## config.mk

```make
export PLATFORM = sky130hd
export DESIGN_NAME = midi_voice_assign_flat
export DESIGN_NICKNAME = d
export VERILOG_FILES = /design/src/rtl/midi_voice_assign_if.sv /design/src/rtl/midi_voice_assign.sv /design/src/flat_wrapper.sv
export SDC_FILE = /design/constraint.sdc
export NUM_CORES = 1
export LEC_CHECK = 0
export ABC_AREA = 1
export CELL_PAD_IN_SITES_DETAIL_PLACEMENT = 0
export CELL_PAD_IN_SITES_GLOBAL_PLACEMENT = 1
export CORE_MARGIN = 1
export CORE_UTILIZATION = 34
export CTS_CLUSTER_SIZE = 25
export DETAILED_ROUTE_END_ITERATION = 7
export GPL_ROUTABILITY_DRIVEN = 0
export PLACE_DENSITY_LB_ADDON = 0.05
export SKIP_LAST_GASP = 1
export SLEW_MARGIN = 10
export SYNTH_ARGS = -nofsm -noshare
export SYNTH_HDL_FRONTEND = slang
export SYNTH_SLANG_ARGS = --single-unit
```

## constraint.sdc

```tcl
create_clock -name sys_clk -period 3.1 [get_ports sys_clk]
set_input_delay 0.31 -clock sys_clk [delete_from_list [all_inputs] [get_ports sys_clk]]
set_output_delay 0.31 -clock sys_clk [all_outputs]
set_load 0.02 [all_outputs]
```

## src/rtl/midi_voice_assign_if.sv

```systemverilog
// Byte-stream input and note/voice output bundle of the MIDI voice allocator.
// The master side feeds MIDI bytes; the slave side is the allocator itself.
interface midi_voice_assign_if #(
    parameter int VOICES  = 8,
    parameter int V_WIDTH = 3
);
    logic               byte_ready;
    logic [7:0]         midi_byte;
    logic [3:0]         midi_ch;
    logic               busy;
    logic               note_on;
    logic [V_WIDTH-1:0] cur_key_adr;
    logic [7:0]         cur_key_val;
    logic [7:0]         cur_vel_on;
    logic [VOICES-1:0]  keys_on;

    modport master (
        output byte_ready, midi_byte, midi_ch,
        input  busy, note_on, cur_key_adr, cur_key_val, cur_vel_on, keys_on
    );

    modport slave (
        input  byte_ready, midi_byte, midi_ch,
        output busy, note_on, cur_key_adr, cur_key_val, cur_vel_on, keys_on
    );
endinterface

```

## src/rtl/midi_voice_assign.sv

```systemverilog
// Single-channel MIDI note parser and voice allocator. Outputs are registered
// and change together in one commit cycle so a slower domain can sample them.
module midi_voice_assign #(
    parameter int VOICES  = 8,
    parameter int V_WIDTH = 3
) (
    input  logic               sys_clk,
    input  logic               reset_reg_N,
    midi_voice_assign_if.slave bus
);
    localparam logic [0:0] P_WAIT_KEY = 1'b0;
    localparam logic [0:0] P_WAIT_VEL = 1'b1;

    localparam logic [1:0] S_IDLE   = 2'd0;
    localparam logic [1:0] S_SCAN   = 2'd1;
    localparam logic [1:0] S_COMMIT = 2'd2;

    logic [0:0]         pstate_reg;
    logic               rs_valid_reg;
    logic               rs_on_reg;
    logic [6:0]         key_reg;
    logic [6:0]         vel_reg;
    logic               ev_reg;
    logic               ev_on_reg;

    logic [1:0]         fsm_reg;
    logic [V_WIDTH-1:0] idx_reg;
    logic               match_found_reg;
    logic [V_WIDTH-1:0] match_idx_reg;
    logic               free_found_reg;
    logic [V_WIDTH-1:0] free_idx_reg;
    logic [V_WIDTH-1:0] steal_ptr_reg;
    logic [6:0]         key_tab [VOICES];

    logic               busy_reg;
    logic               note_on_reg;
    logic [V_WIDTH-1:0] cur_key_adr_reg;
    logic [7:0]         cur_key_val_reg;
    logic [7:0]         cur_vel_on_reg;
    logic [VOICES-1:0]  keys_on_reg;

    logic [VOICES-1:0]  key_hit;
    logic [V_WIDTH-1:0] sel_idx;
    logic               accept;

    generate
        for (genvar gi = 0; gi < VOICES; gi++) begin : g_hit
            assign key_hit[gi] = keys_on_reg[gi] && (key_tab[gi] == key_reg);
        end
    endgenerate

    always_comb begin
        sel_idx = steal_ptr_reg;
        if (match_found_reg)
            sel_idx = match_idx_reg;
        else if (free_found_reg)
            sel_idx = free_idx_reg;
    end

    // A pending event counts as busy so the parser cannot overwrite key/vel.
    assign accept = bus.byte_ready && !busy_reg && !ev_reg;

    always_ff @(posedge sys_clk or negedge reset_reg_N) begin
        if (!reset_reg_N) begin
            pstate_reg      <= P_WAIT_KEY;
            rs_valid_reg    <= 1'b0;
            rs_on_reg       <= 1'b0;
            key_reg         <= '0;
            vel_reg         <= '0;
            ev_reg          <= 1'b0;
            ev_on_reg       <= 1'b0;
            fsm_reg         <= S_IDLE;
            idx_reg         <= '0;
            match_found_reg <= 1'b0;
            match_idx_reg   <= '0;
            free_found_reg  <= 1'b0;
            free_idx_reg    <= '0;
            steal_ptr_reg   <= '0;
            for (int i = 0; i < VOICES; i++)
                key_tab[i] <= '0;
            busy_reg        <= 1'b0;
            note_on_reg     <= 1'b0;
            cur_key_adr_reg <= '0;
            cur_key_val_reg <= '0;
            cur_vel_on_reg  <= '0;
            keys_on_reg     <= '0;
        end else begin
            if (accept) begin
                if (bus.midi_byte[7]) begin
                    // Real-time bytes (F8..FF) leave the parser untouched.
                    if (bus.midi_byte < 8'hF8) begin
                        pstate_reg <= P_WAIT_KEY;
                        if (bus.midi_byte[3:0] == bus.midi_ch && bus.midi_byte[7:4] == 4'h9) begin
                            rs_valid_reg <= 1'b1;
                            rs_on_reg    <= 1'b1;
                        end else if (bus.midi_byte[3:0] == bus.midi_ch && bus.midi_byte[7:4] == 4'h8) begin
                            rs_valid_reg <= 1'b1;
                            rs_on_reg    <= 1'b0;
                        end else begin
                            rs_valid_reg <= 1'b0;
                        end
                    end
                end else if (rs_valid_reg) begin
                    if (pstate_reg == P_WAIT_KEY) begin
                        key_reg    <= bus.midi_byte[6:0];
                        pstate_reg <= P_WAIT_VEL;
                    end else begin
                        vel_reg    <= bus.midi_byte[6:0];
                        ev_reg     <= 1'b1;
                        ev_on_reg  <= rs_on_reg && (bus.midi_byte[6:0] != 7'd0);
                        pstate_reg <= P_WAIT_KEY;
                    end
                end
            end

            case (fsm_reg)
                S_IDLE: begin
                    if (ev_reg) begin
                        ev_reg          <= 1'b0;
                        fsm_reg         <= S_SCAN;
                        busy_reg        <= 1'b1;
                        idx_reg         <= '0;
                        match_found_reg <= 1'b0;
                        free_found_reg  <= 1'b0;
                    end
                end
                S_SCAN: begin
                    if (key_hit[idx_reg] && !match_found_reg) begin
                        match_found_reg <= 1'b1;
                        match_idx_reg   <= idx_reg;
                    end
                    if (!keys_on_reg[idx_reg] && !free_found_reg) begin
                        free_found_reg <= 1'b1;
                        free_idx_reg   <= idx_reg;
                    end
                    if (idx_reg == V_WIDTH'(VOICES - 1))
                        fsm_reg <= S_COMMIT;
                    else
                        idx_reg <= idx_reg + 1'b1;
                end
                S_COMMIT: begin
                    fsm_reg  <= S_IDLE;
                    busy_reg <= 1'b0;
                    if (ev_on_reg) begin
                        if (!match_found_reg && !free_found_reg)
                            steal_ptr_reg <= steal_ptr_reg + 1'b1;
                        key_tab[sel_idx]     <= key_reg;
                        keys_on_reg[sel_idx] <= 1'b1;
                        cur_key_adr_reg      <= sel_idx;
                        cur_key_val_reg      <= {1'b0, key_reg};
                        cur_vel_on_reg       <= {1'b0, vel_reg};
                        note_on_reg          <= 1'b1;
                    end else if (match_found_reg) begin
                        keys_on_reg[match_idx_reg] <= 1'b0;
                        cur_key_adr_reg            <= match_idx_reg;
                        cur_key_val_reg            <= {1'b0, key_reg};
                        note_on_reg                <= 1'b0;
                    end
                end
                default: begin
                    fsm_reg  <= S_IDLE;
                    busy_reg <= 1'b0;
                end
            endcase
        end
    end

    assign bus.busy        = busy_reg;
    assign bus.note_on     = note_on_reg;
    assign bus.cur_key_adr = cur_key_adr_reg;
    assign bus.cur_key_val = cur_key_val_reg;
    assign bus.cur_vel_on  = cur_vel_on_reg;
    assign bus.keys_on     = keys_on_reg;
endmodule

```

## src/flat_wrapper.sv

```systemverilog
// flat-port wrapper written by rule: the top's interface ports become plain ports
module midi_voice_assign_flat 
#(
    parameter int VOICES  = 8,
    parameter int V_WIDTH = 3
)
  (sys_clk, reset_reg_N, bus_byte_ready, bus_midi_byte, bus_midi_ch, bus_busy, bus_note_on, bus_cur_key_adr, bus_cur_key_val, bus_cur_vel_on, bus_keys_on);
  midi_voice_assign_if #(.VOICES(VOICES), .V_WIDTH(V_WIDTH)) bus_i ();
  input  logic sys_clk;
  input  logic reset_reg_N;
  input wire logic [$bits(bus_i.byte_ready)-1:0] bus_byte_ready;
  input wire logic [$bits(bus_i.midi_byte)-1:0] bus_midi_byte;
  input wire logic [$bits(bus_i.midi_ch)-1:0] bus_midi_ch;
  output wire logic [$bits(bus_i.busy)-1:0] bus_busy;
  output wire logic [$bits(bus_i.note_on)-1:0] bus_note_on;
  output wire logic [$bits(bus_i.cur_key_adr)-1:0] bus_cur_key_adr;
  output wire logic [$bits(bus_i.cur_key_val)-1:0] bus_cur_key_val;
  output wire logic [$bits(bus_i.cur_vel_on)-1:0] bus_cur_vel_on;
  output wire logic [$bits(bus_i.keys_on)-1:0] bus_keys_on;
  assign bus_i.byte_ready = bus_byte_ready;
  assign bus_i.midi_byte = bus_midi_byte;
  assign bus_i.midi_ch = bus_midi_ch;
  assign bus_busy = bus_i.busy;
  assign bus_note_on = bus_i.note_on;
  assign bus_cur_key_adr = bus_i.cur_key_adr;
  assign bus_cur_key_val = bus_i.cur_key_val;
  assign bus_cur_vel_on = bus_i.cur_vel_on;
  assign bus_keys_on = bus_i.keys_on;
  midi_voice_assign #(.VOICES(VOICES), .V_WIDTH(V_WIDTH)) u_core (.sys_clk(sys_clk), .reset_reg_N(reset_reg_N), .bus(bus_i));
endmodule
```

==> results.md, run 1 <==
* Status: finished, final reports clean
* Worst-case reg-to-reg path depth at 11
* Startpoint types: flop
* I/O pins at 44
* Leak at between 3 and 4 nW
* Area Growth Syn to Fin at 19.2%
* VDD IR max at 0.518 mV
* Num Clock Sinks at 118
* Post-place setup slack at 0.640 ns
* Routed len/inst at about 17 µm
* Synth Cell Area at ~0.0060 mm²
* PD cells at 804 mW/mm²
* Max incr delay on CP at 0.70 ns
* Core Area at 0.0173 mm²
* Clk Latency, worst-skew pair at 0.42 ns
* Buf/Inv on CP at 1
* DRC violations left at 0
* Worst-path maximum fanout at 15
* FF-to-FF End: u_core.match_idx_reg[1]
* Flops & latches, synth at 118
* Die area at 0.0182 mm²
* Critical path arrival at between 2 and 3 ns
* Critical R2R Launch: u_core.key_reg[3]
* Final WS setup at 0.663 ns
* Post-CTS Resized at 0
* GRT Residual Overflow at 0
* Final net count at 813
* CTS tree: done
* Top cell type's share of synthesized area at 0.491
* Non-Filler Instances at around 1000
* Cell Rows at 48
* Longest Clk Path Bufs at 2
* Worst slew pin tran at a little under 0.8 ns
* Worst Setup Path Type: flop to flop
* Slew HR at 0.474
* Worst-path cell chain: inv_1, nand2_1, nand3_1, nor2_1, nand2_1, nand2_1, nand2_1, nand3_2, nand3_2, nand2_1, nand2_1
* Critical Path Start: u_core.key_reg[3]
* Clk_skew at 0.00703 ns
* Worst-path clk slew at 0.06 ns
* Via count at ~4900
* Total GRT Usage at 0.210
* Layout cells sized above 1 at 0.134
* TritonCTS buffer count at 17
* Global-route wire length before repair at around 28 mm
* Final Cycle Share at 0.786
* HPWL after DPL at 12.4 mm
* Vias per std cell at 4.73
* Vias in the first global route at around 4700
* Drt first pass iters at 4
* Max FFs per register at 56
* Final setup fails at 0
* Initial antenna violation count at 0
* Setup TNS at 0 ns
* Drt first-iter violations at 287
* Endpoint class of the critical path: flop
* Root buf cell: clkbuf_16
* N_diodes at 0
* WL final at 17.5 mm
* Post-route cell area at a little over 0.007 mm²
* RSZ-0062 raised after global routing: false
* Synth top area cells: dfrtp_1, nand2_1, inv_1
* IO Port Bufs at 41
* Slowest-stage cell, CP: dfrtp_1
* Post-route ant nets at 0
* Final hold violations at 0
* Cell count after placement at 1000
* Hold_buf cts at 1
* Synth cell types at 37
* Mean Syn Cell Area at 7.96 µm²
* Yosys warns at 0
* Die outline height at between 100 and 150 µm
* Most common cell on crit path: nand2_1
* Number of max-cap violations at 0
* Syn Inst Count at between 700 and 800
* Dpl cell area at 0.00656 mm²
* Hold Slack at 0.474 ns
* Setup slack on the worst flop-to-flop path at 0.66 ns
* Final core occ at 0.415
* Hold crit path type: input pin to asynchronous set/reset pin
* Initial Util at 0.348
* Post-CTS setup buffer count at 0
* Required time of the critical path at 3.41 ns
* Fin. max-slew vios at 0
* Pin count of the biggest net entering global routing at between 50 and 60
* Min cycle time layout at 2.44 ns
* Largest delay contributor family on the critical path: simple AND/OR/NAND/NOR gates
* Total power at slightly below 6 mW
* Die width at 135 µm
* Max Clk Rate at 410 MHz
* Post-synthesis sequential area ratio at 0.491
* Synth area leader: dfrtp_1
* H-Tree Depth at 4
==> layout by cell type, fill, tap and decap left out, types with 2 or more instances in the layout <==
master,n
nor2_4,2
nand3_1,23
nor3_1,3
nand2_1,249
clkdlybuf4s50_1,40
xor2_1,2
inv_2,8
o211ai_1,2
clkbuf_16,17
clkinv_4,3
inv_1,96
dfrtp_1,118
nand3_2,3
xnor2_1,12
inv_6,2
nor4_1,2
conb_1,2
bufinv_16,3
nor2_1,54
o21ai_1,20
buf_4,7
ha_1,3
o21ai_2,38
o21ai_0,41
nor2_2,5
nand4_1,10
a21oi_2,3
nand2_2,7
a21oi_1,15
clkinvlp_4,6
==> power by group <==
group          internal (mW)  switching, mW  total [mW]
combinational          0.545           1.07        1.62
sequential              1.78          0.332        2.12
clock                   1.26          0.768        2.03
total                   3.59           2.17        5.76
==> logic make-up (layout without fill, tap and decap cells) <==
| kind of cell | Yosys count | after routing | synth area share |
|---|---|---|---|
| flip-flops | 118 | 118 | 0.491 |
| buffers and inverters | 133 | 183 | 0.0979 |
| other | 1 | 2 | 0.000623 |
| AND/OR/NAND/NOR | 362 | 362 | 0.251 |
| adder cells (fa/ha/maj) | 3 | 3 | 0.00624 |
| multiplexers | 1 | 1 | 0.00187 |
| XOR/XNOR | 14 | 14 | 0.0204 |
| AO/OA/AOI/OAI | 124 | 124 | 0.131 |
==> synth_stat cells <==
| master | count |
|---|---|
| nand4_1 | 10 |
| buf_6 | 6 |
| ha_1 | 3 |
| nand2_2 | 7 |
| nand3_1 | 23 |
| a21oi_2 | 3 |
| nor3_4 | 1 |
| a21oi_1 | 15 |
| nor2_2 | 5 |
| or2_2 | 1 |
| conb_1 | 1 |
| nor3_1 | 3 |
| mux2_2 | 1 |
| o41ai_1 | 1 |
| o31ai_1 | 1 |
| buf_4 | 9 |
| o21ai_1 | 20 |
| o22ai_1 | 1 |
| inv_2 | 8 |
| or2_1 | 1 |
| inv_1 | 96 |
| nand3_2 | 3 |
| nor4_1 | 2 |
| dfrtp_1 | 118 |
| nor2_4 | 2 |
| nor2_1 | 54 |
| o211ai_1 | 2 |
| xor2_1 | 2 |
| o21bai_1 | 1 |
| nor3_2 | 1 |
| xnor2_1 | 12 |
| o21ai_0 | 41 |
| nand2_1 | 249 |
| buf_2 | 9 |
| clkbuf_1 | 5 |
| a31oi_1 | 1 |
| o21ai_2 | 38 |
==> layer usage <==
metal  track usage  wire [µm]  up-vias
met1         0.290       8490     2324
met2         0.324       8100       91
met3        0.0469        631       20
li1              -          -     2444
met5             0          0        -
met4        0.0668        288        0
==> cell type report <==
type                            count  area (µm²)
Multi-Input combinational cell    506        2480
Sequential cell                   118        2950
Fill cell                        1783       10100
Tap cell                          225         282
Inverter                          104         390
Clock buffer                       17         425
Clock inverter                     14         179
Timing Repair Buffer               48         463
==> how the worst max path moves through the flow <==
stage	to	slack, ns	depth (start not counted)
2_1_floorplan	u_core.ev_on_reg	1.56	7
3_3_place_gp	u_core.match_idx_reg[1]	0.66	11
3_5_place_dp	u_core.match_idx_reg[1]	0.64	11
4_1_cts	u_core.match_idx_reg[1]	0.63	11
5_1_grt	u_core.match_idx_reg[1]	0.42	11
6_report	u_core.match_idx_reg[1]	0.66	11
No activity file was read; power rests on OpenSTA's default activity.
==> run 2, diff against run 1 <==
==> constraint.sdc (replaced) <==
create_clock -name sys_clk -period 2.47 [get_ports sys_clk]
set_input_delay 0.247 -clock sys_clk [delete_from_list [all_inputs] [get_ports sys_clk]]
set_output_delay 0.247 -clock sys_clk [all_outputs]
set_load 0.02 [all_outputs]
==> run 2 against run 1 <==
Register-to-register slack got worse by 0.36 ns. Combinational power rose by 46%. Sequential power rose by 21%. Clock skew barely moved. Hold slack got worse by 0.15 ns. Final cell count rose by 1.8%. Count of clock-buffer cells in the layout rose by 8. Sequential cell count did not move. Global-route usage fell by 0.55 points. Power rose by 30%. Die area did not move. Highest routed layer unchanged.
==> results.md, run 2 (same netlist as run 1, synthesis figures left out) <==
* Worst-path clk slew at about 0.06 ns
* Status: finished, final reports clean
* Root buf cell: clkbuf_16
* Drt first-iter violations at 333
* I/O pins at 44
* Final net count at 831
* N_diodes at 0
* Total GRT Usage at 0.204
* Post-route ant nets at 0
* Post-route cell area at ~0.0074 mm²
* VDD IR max at between 0.4 and 0.5 mV
* Initial Util at 0.348
* RSZ-0062 raised after global routing: false
* Dpl cell area at 0.00669 mm²
* Endpoint class of the critical path: flop
* Final setup fails at 0
* Vias in the first global route at 4914
* Die outline height at 135 µm
* Largest delay contributor family on the critical path: simple AND/OR/NAND/NOR gates
* Initial antenna violation count at 0
* WL final at between 15 and 20 mm
* Routed len/inst at 16.2 µm
* Die width at roughly 140 µm
* Core Area at 0.0173 mm²
* Leak at 3.47 nW
* DRC violations left at 0
* Slowest-stage cell, CP: dfrtp_1
* Min cycle time layout at approximately 2.2 ns
* Vias per std cell at 4.72
* Pin count of the biggest net entering global routing at 52
* Required time of the critical path at 2.77 ns
* Max Clk Rate at 462 MHz
* Setup TNS at 0 ns
* Number of max-cap violations at 0
* Total power at 7.47 mW
* Max FFs per register at 56
* H-Tree Depth at 4
* HPWL after DPL at 12.1 mm
* Final hold violations at 0
* Global-route wire length before repair at 27.6 mm
* Most common cell after layout, fill and taps aside: nand2_1
* Cell Rows at 48
* Cell count after placement at around 1000
* Non-Filler Instances at 1051
* Buf/Inv on CP at 2
* Longest Clk Path Bufs at 2
* Critical path arrival at 2.46 ns
* Worst-path cell chain: inv_1, nand2_1, nand2_1, inv_1, nand2_1, nor2_1, nand2_1, nand3_1, nand2_1, nand2_1, nand3_2, nand2_1, nand2_1
* Worst-path maximum fanout at 14
* CTS tree: done
* Drt first pass iters at 4
* Hold crit path type: input pin to asynchronous set/reset pin
* Via count at 4961
* IO Port Bufs at 41
* PD cells at 1010 mW/mm²
* Layout cells sized above 1 at 0.154
* Most frequent cells in the layout: nand2_1, dfrtp_1, inv_1
* Final Cycle Share at 0.876
* Worst slew pin tran at 0.630 ns
* GRT Residual Overflow at 0
* Clk_skew at roughly 0.0073 ns
* TritonCTS buffer count at 17
* Area Growth Syn to Fin at 22.5%
* Die area at 0.0182 mm²
* Num Clock Sinks at 118
* Worst Setup Path Type: flop to flop
* Clk Latency, worst-skew pair at 0.42 ns
* Fin. max-slew vios at 0
* Slew HR at 0.580
* Startpoint types: flop
* Max incr delay on CP at 0.57 ns
* Most common cell on crit path: nand2_1
run 2: cell types whose count changed in the layout (fill, tap and decap cells not counted), sizes merged:
cell / change
clkbuf: +8
buf: +18
bufinv: -1
inv: -3
clkinvlp: -3
run 2: worst paths after layout:
path / from / to / slack (ns) / cells past startpoint
setup / recovery: u_core.key_reg[6] / u_core.match_idx_reg[2] / 0.31 / 13
hold / removal: reset_reg_N / u_core.key_tab[1] / 0.33 / 2
setup reg to reg: u_core.key_reg[6] / u_core.match_idx_reg[2] / 0.31 / 13
hold reg to reg: u_core.steal_ptr_reg[2] / u_core.steal_ptr_reg[2] / 0.49 / 1
max in group asynchronous: reset_reg_N / u_core.key_reg[1] / 1.47 / 3
min in group sys_clk: bus_midi_byte[4] / u_core.vel_reg[4] / 0.45 / 3
run 2: worst register-to-register path: cells and delay by family, from the launching register on:
kind / cells / cell delay, ns
AND/OR/NAND/NOR: 11 / 1.05
flip-flops: 1 / 0.57
buffers and inverters: 2 / 0.44
run 2: area by class of cell:
| class | count | area (µm²) |
|---|---|---|
| Clock buffer | 25 | 526 |
| Timing Repair Buffer | 66 | 648 |
| Sequential cell | 118 | 2950 |
| Fill cell | 1756 | 9930 |
| Multi-Input combinational cell | 506 | 2480 |
| Tap cell | 225 | 282 |
| Clock inverter | 7 | 90.1 |
| Inverter | 104 | 394 |
run 2: stage by stage:
step	setup slack (ns)	utilization	hold slack, ns
2_1_floorplan	0.931	-	-0.0486
3_3_place_gp	0.135	0.387	0.229
3_5_place_dp	0.138	0.387	0.230
4_1_cts	0.113	0.423	0.334
5_1_grt	0.0520	0.426	0.356
6_report	0.307	0.426	0.326
run 2: routing by layer:
metal / GRT usage / wire [µm]
met1: 0.275 / 8220
met2: 0.331 / 8170
met3: 0.0379 / 431
met4: 0.0643 / 242
met5: 0 / 0
run 2: timing repair:
action | 4_1_cts | 5_1_grt
hold buffers | 1 | 0
buffers inserted | 0 | 5
resized for setup | 0 | 1
hold endpoints to repair | 26 | 0
endpoints found under the setup margin | 0 | 4
run 2: report_power, final:
part / switching, mW / internal (mW)
Combinational: 1.50 / 0.856
Clock: 0.887 / 1.67
Sequential: 0.316 / 2.24
Total: 2.70 / 4.76
==> run 3, diff against run 2 <==
--- a/config.mk
+++ b/config.mk
@@ -9,7 +9,7 @@
 export CELL_PAD_IN_SITES_DETAIL_PLACEMENT = 0
 export CELL_PAD_IN_SITES_GLOBAL_PLACEMENT = 1
 export CORE_MARGIN = 1
-export CORE_UTILIZATION = 34
+export CORE_UTILIZATION = 44
 export CTS_CLUSTER_SIZE = 25
 export DETAILED_ROUTE_END_ITERATION = 7
 export GPL_ROUTABILITY_DRIVEN = 0
==> run 3 against run 2 <==
Clock skew is 0.00098 ns higher. Combinational power fell by 4%. Global-route usage grew 3.9 points. Die area shrank 22%.
==> results.md, run 3 (same netlist as run 1, synthesis figures left out) <==
* Status: finished, final reports clean
* Hold crit path type: input pin to asynchronous set/reset pin
* VDD IR max at 0.637 mV
* Min cycle time layout at 2.17 ns
* Total GRT Usage at 0.244
* Area Growth Syn to Fin at 20.7%
* Endpoint class of the critical path: flop
* Final setup fails at 0
* TritonCTS buffer count at 17
* Post-CTS setup buffer count at 0
* Cell count after placement at 964
* Setup slack on the worst flop-to-flop path at 0.30 ns
* Num Clock Sinks at 118
* Critical Path Start: u_core.key_reg[5]
* PD cells at approximately 1000 mW/mm²
* RSZ-0062 raised after global routing: false
* Routed len/inst at 15.6 µm
* Max FFs per register at 56
* Final hold violations at 0
* Pin count of the biggest net entering global routing at 57
* Most frequent cells in the layout: nand2_1, dfrtp_1, inv_1
* Most common cell after layout, fill and taps aside: nand2_1
* Max incr delay on CP at 0.60 ns
* CP Depth at 11
* Die area at between 0.01 and 0.015 mm²
* Initial antenna violation count at 0
* Int Power at ~4.8 mW
* Buf/Inv on CP at 1
* Max Clk Rate at 461 MHz
* Clk Latency, worst-skew pair at approximately 0.42 ns
* Final Cycle Share at 0.878
* Critical R2R Launch: u_core.key_reg[5]
* N_diodes at 0
* Startpoint types: flop
* Vias in the first global route at 4849
* Combinational group share of total power at 0.304
* Longest Clk Path Bufs at 2
* Vias per std cell at 4.92
* Final net count at 826
* WL final at 15.6 mm
* HPWL after DPL at 11.0 mm
* Leak at 3.44 nW
* Critical path arrival at 2.48 ns
* Post-route ant nets at 0
* DRC violations left at 0
* Reg power frac at 0.342
* Worst-path cell chain: inv_1, a21oi_1, nand2_1, nor2_1, nand2_1, nand3_1, nand2_1, nand2_1, nand3_2, nand2_1, nand2_1
* Die outline height at 119 µm
* Fin. max-slew vios at 0
* Drt first-iter violations at 408
* Non-Filler Instances at ~1000
* Net switching power at 2.66 mW
* Die width at 119 µm
* Root buf cell: clkbuf_16
* H-Tree Depth at 4
* Slowest-stage cell, CP: dfrtp_1
* Worst-path clk slew at 0.06 ns
* Worst slew pin tran at 0.626 ns
* IO Port Bufs at 41
* Worst Setup Path Type: flop to flop
* Global-route wire length before repair at 25.7 mm
* Final core occ at 0.546
* Setup TNS at 0 ns
* Worst-path maximum fanout at 15
* Worst-case reg-to-reg path depth at 11
* Drt first pass iters at 4
* Clk network pwr share at 0.354
* Switch share at 0.358
* Slew HR at 0.582
* Core Area at 0.0133 mm²
* Number of max-cap violations at 0
* I/O pins at 44
* Clk_skew at 0.00823 ns
* GRT Residual Overflow at 0
* Initial Util at 0.453
* Cell Rows at 42
* Required time of the critical path at 2.78 ns
* CTS tree: done
* Largest delay contributor family on the critical path: simple AND/OR/NAND/NOR gates
* Via count at 4910
* Layout cells sized above 1 at 0.147
* Most common cell on crit path: nand2_1
## run 3: worst paths after layout
kind / end
max in group asynchronous: u_core.key_tab[54]
setup reg to reg: u_core.match_idx_reg[1]
min in group sys_clk: u_core.vel_reg[4]
hold / removal: u_core.key_reg[6]
hold reg to reg: u_core.free_idx_reg[1]
setup / recovery: u_core.match_idx_reg[1]
## run 3: power groups by stage
| stage | Combinational (mW) | Clock (mW) | Sequential (mW) |
|---|---|---|---|
| 2_1_floorplan | 1.37 | 0 | 2.58 |
| 3_3_place_gp | 2.25 | 0 | 2.56 |
| 3_5_place_dp | 2.28 | 0 | 2.57 |
| 4_1_cts | 2.30 | 2.68 | 2.54 |
| 5_1_grt | 2.52 | 2.76 | 2.58 |
| 6_report | 2.26 | 2.63 | 2.54 |
## run 3: metrics by stage
stage / cell area (µm²) / hold slack [ns] / setup slack, ns / total power [mW]
after floorplan: 6020 / -0.0486 / 0.931 / 3.95
after global placement: 6620 / 0.267 / 0.295 / 4.81
after detailed placement: 6620 / 0.268 / 0.303 / 4.84
after CTS: 7260 / 0.360 / 0.294 / 7.52
after global routing: 7260 / 0.400 / 0.0277 / 7.87
final: 7260 / 0.350 / 0.302 / 7.43
## run 3: area by class of cell
class                      instances  area (µm²)
multi-input combinational        506        2480
tap                              176         220
clock inverter                    12         176
inverter                         104         390
timing repair buffer              61         586
fill                            1261        6030
clock buffer                      20         457
sequential                       118        2950
## run 3: timing repair
action | 4_1_cts | 5_1_grt
endpoints found under the hold margin | 36 | 0
hold buffers | 1 | 0
resized for setup | 0 | 0
## run 3: per-layer routing
metal,share of wire,wire length [µm],vias up,track usage
met5,0,0,-,0
met4,0.010,159,0,0.0728
met3,0.044,685,13,0.0565
met2,0.47,7380,93,0.395
met1,0.47,7330,2338,0.325
li1,-,-,2466,-
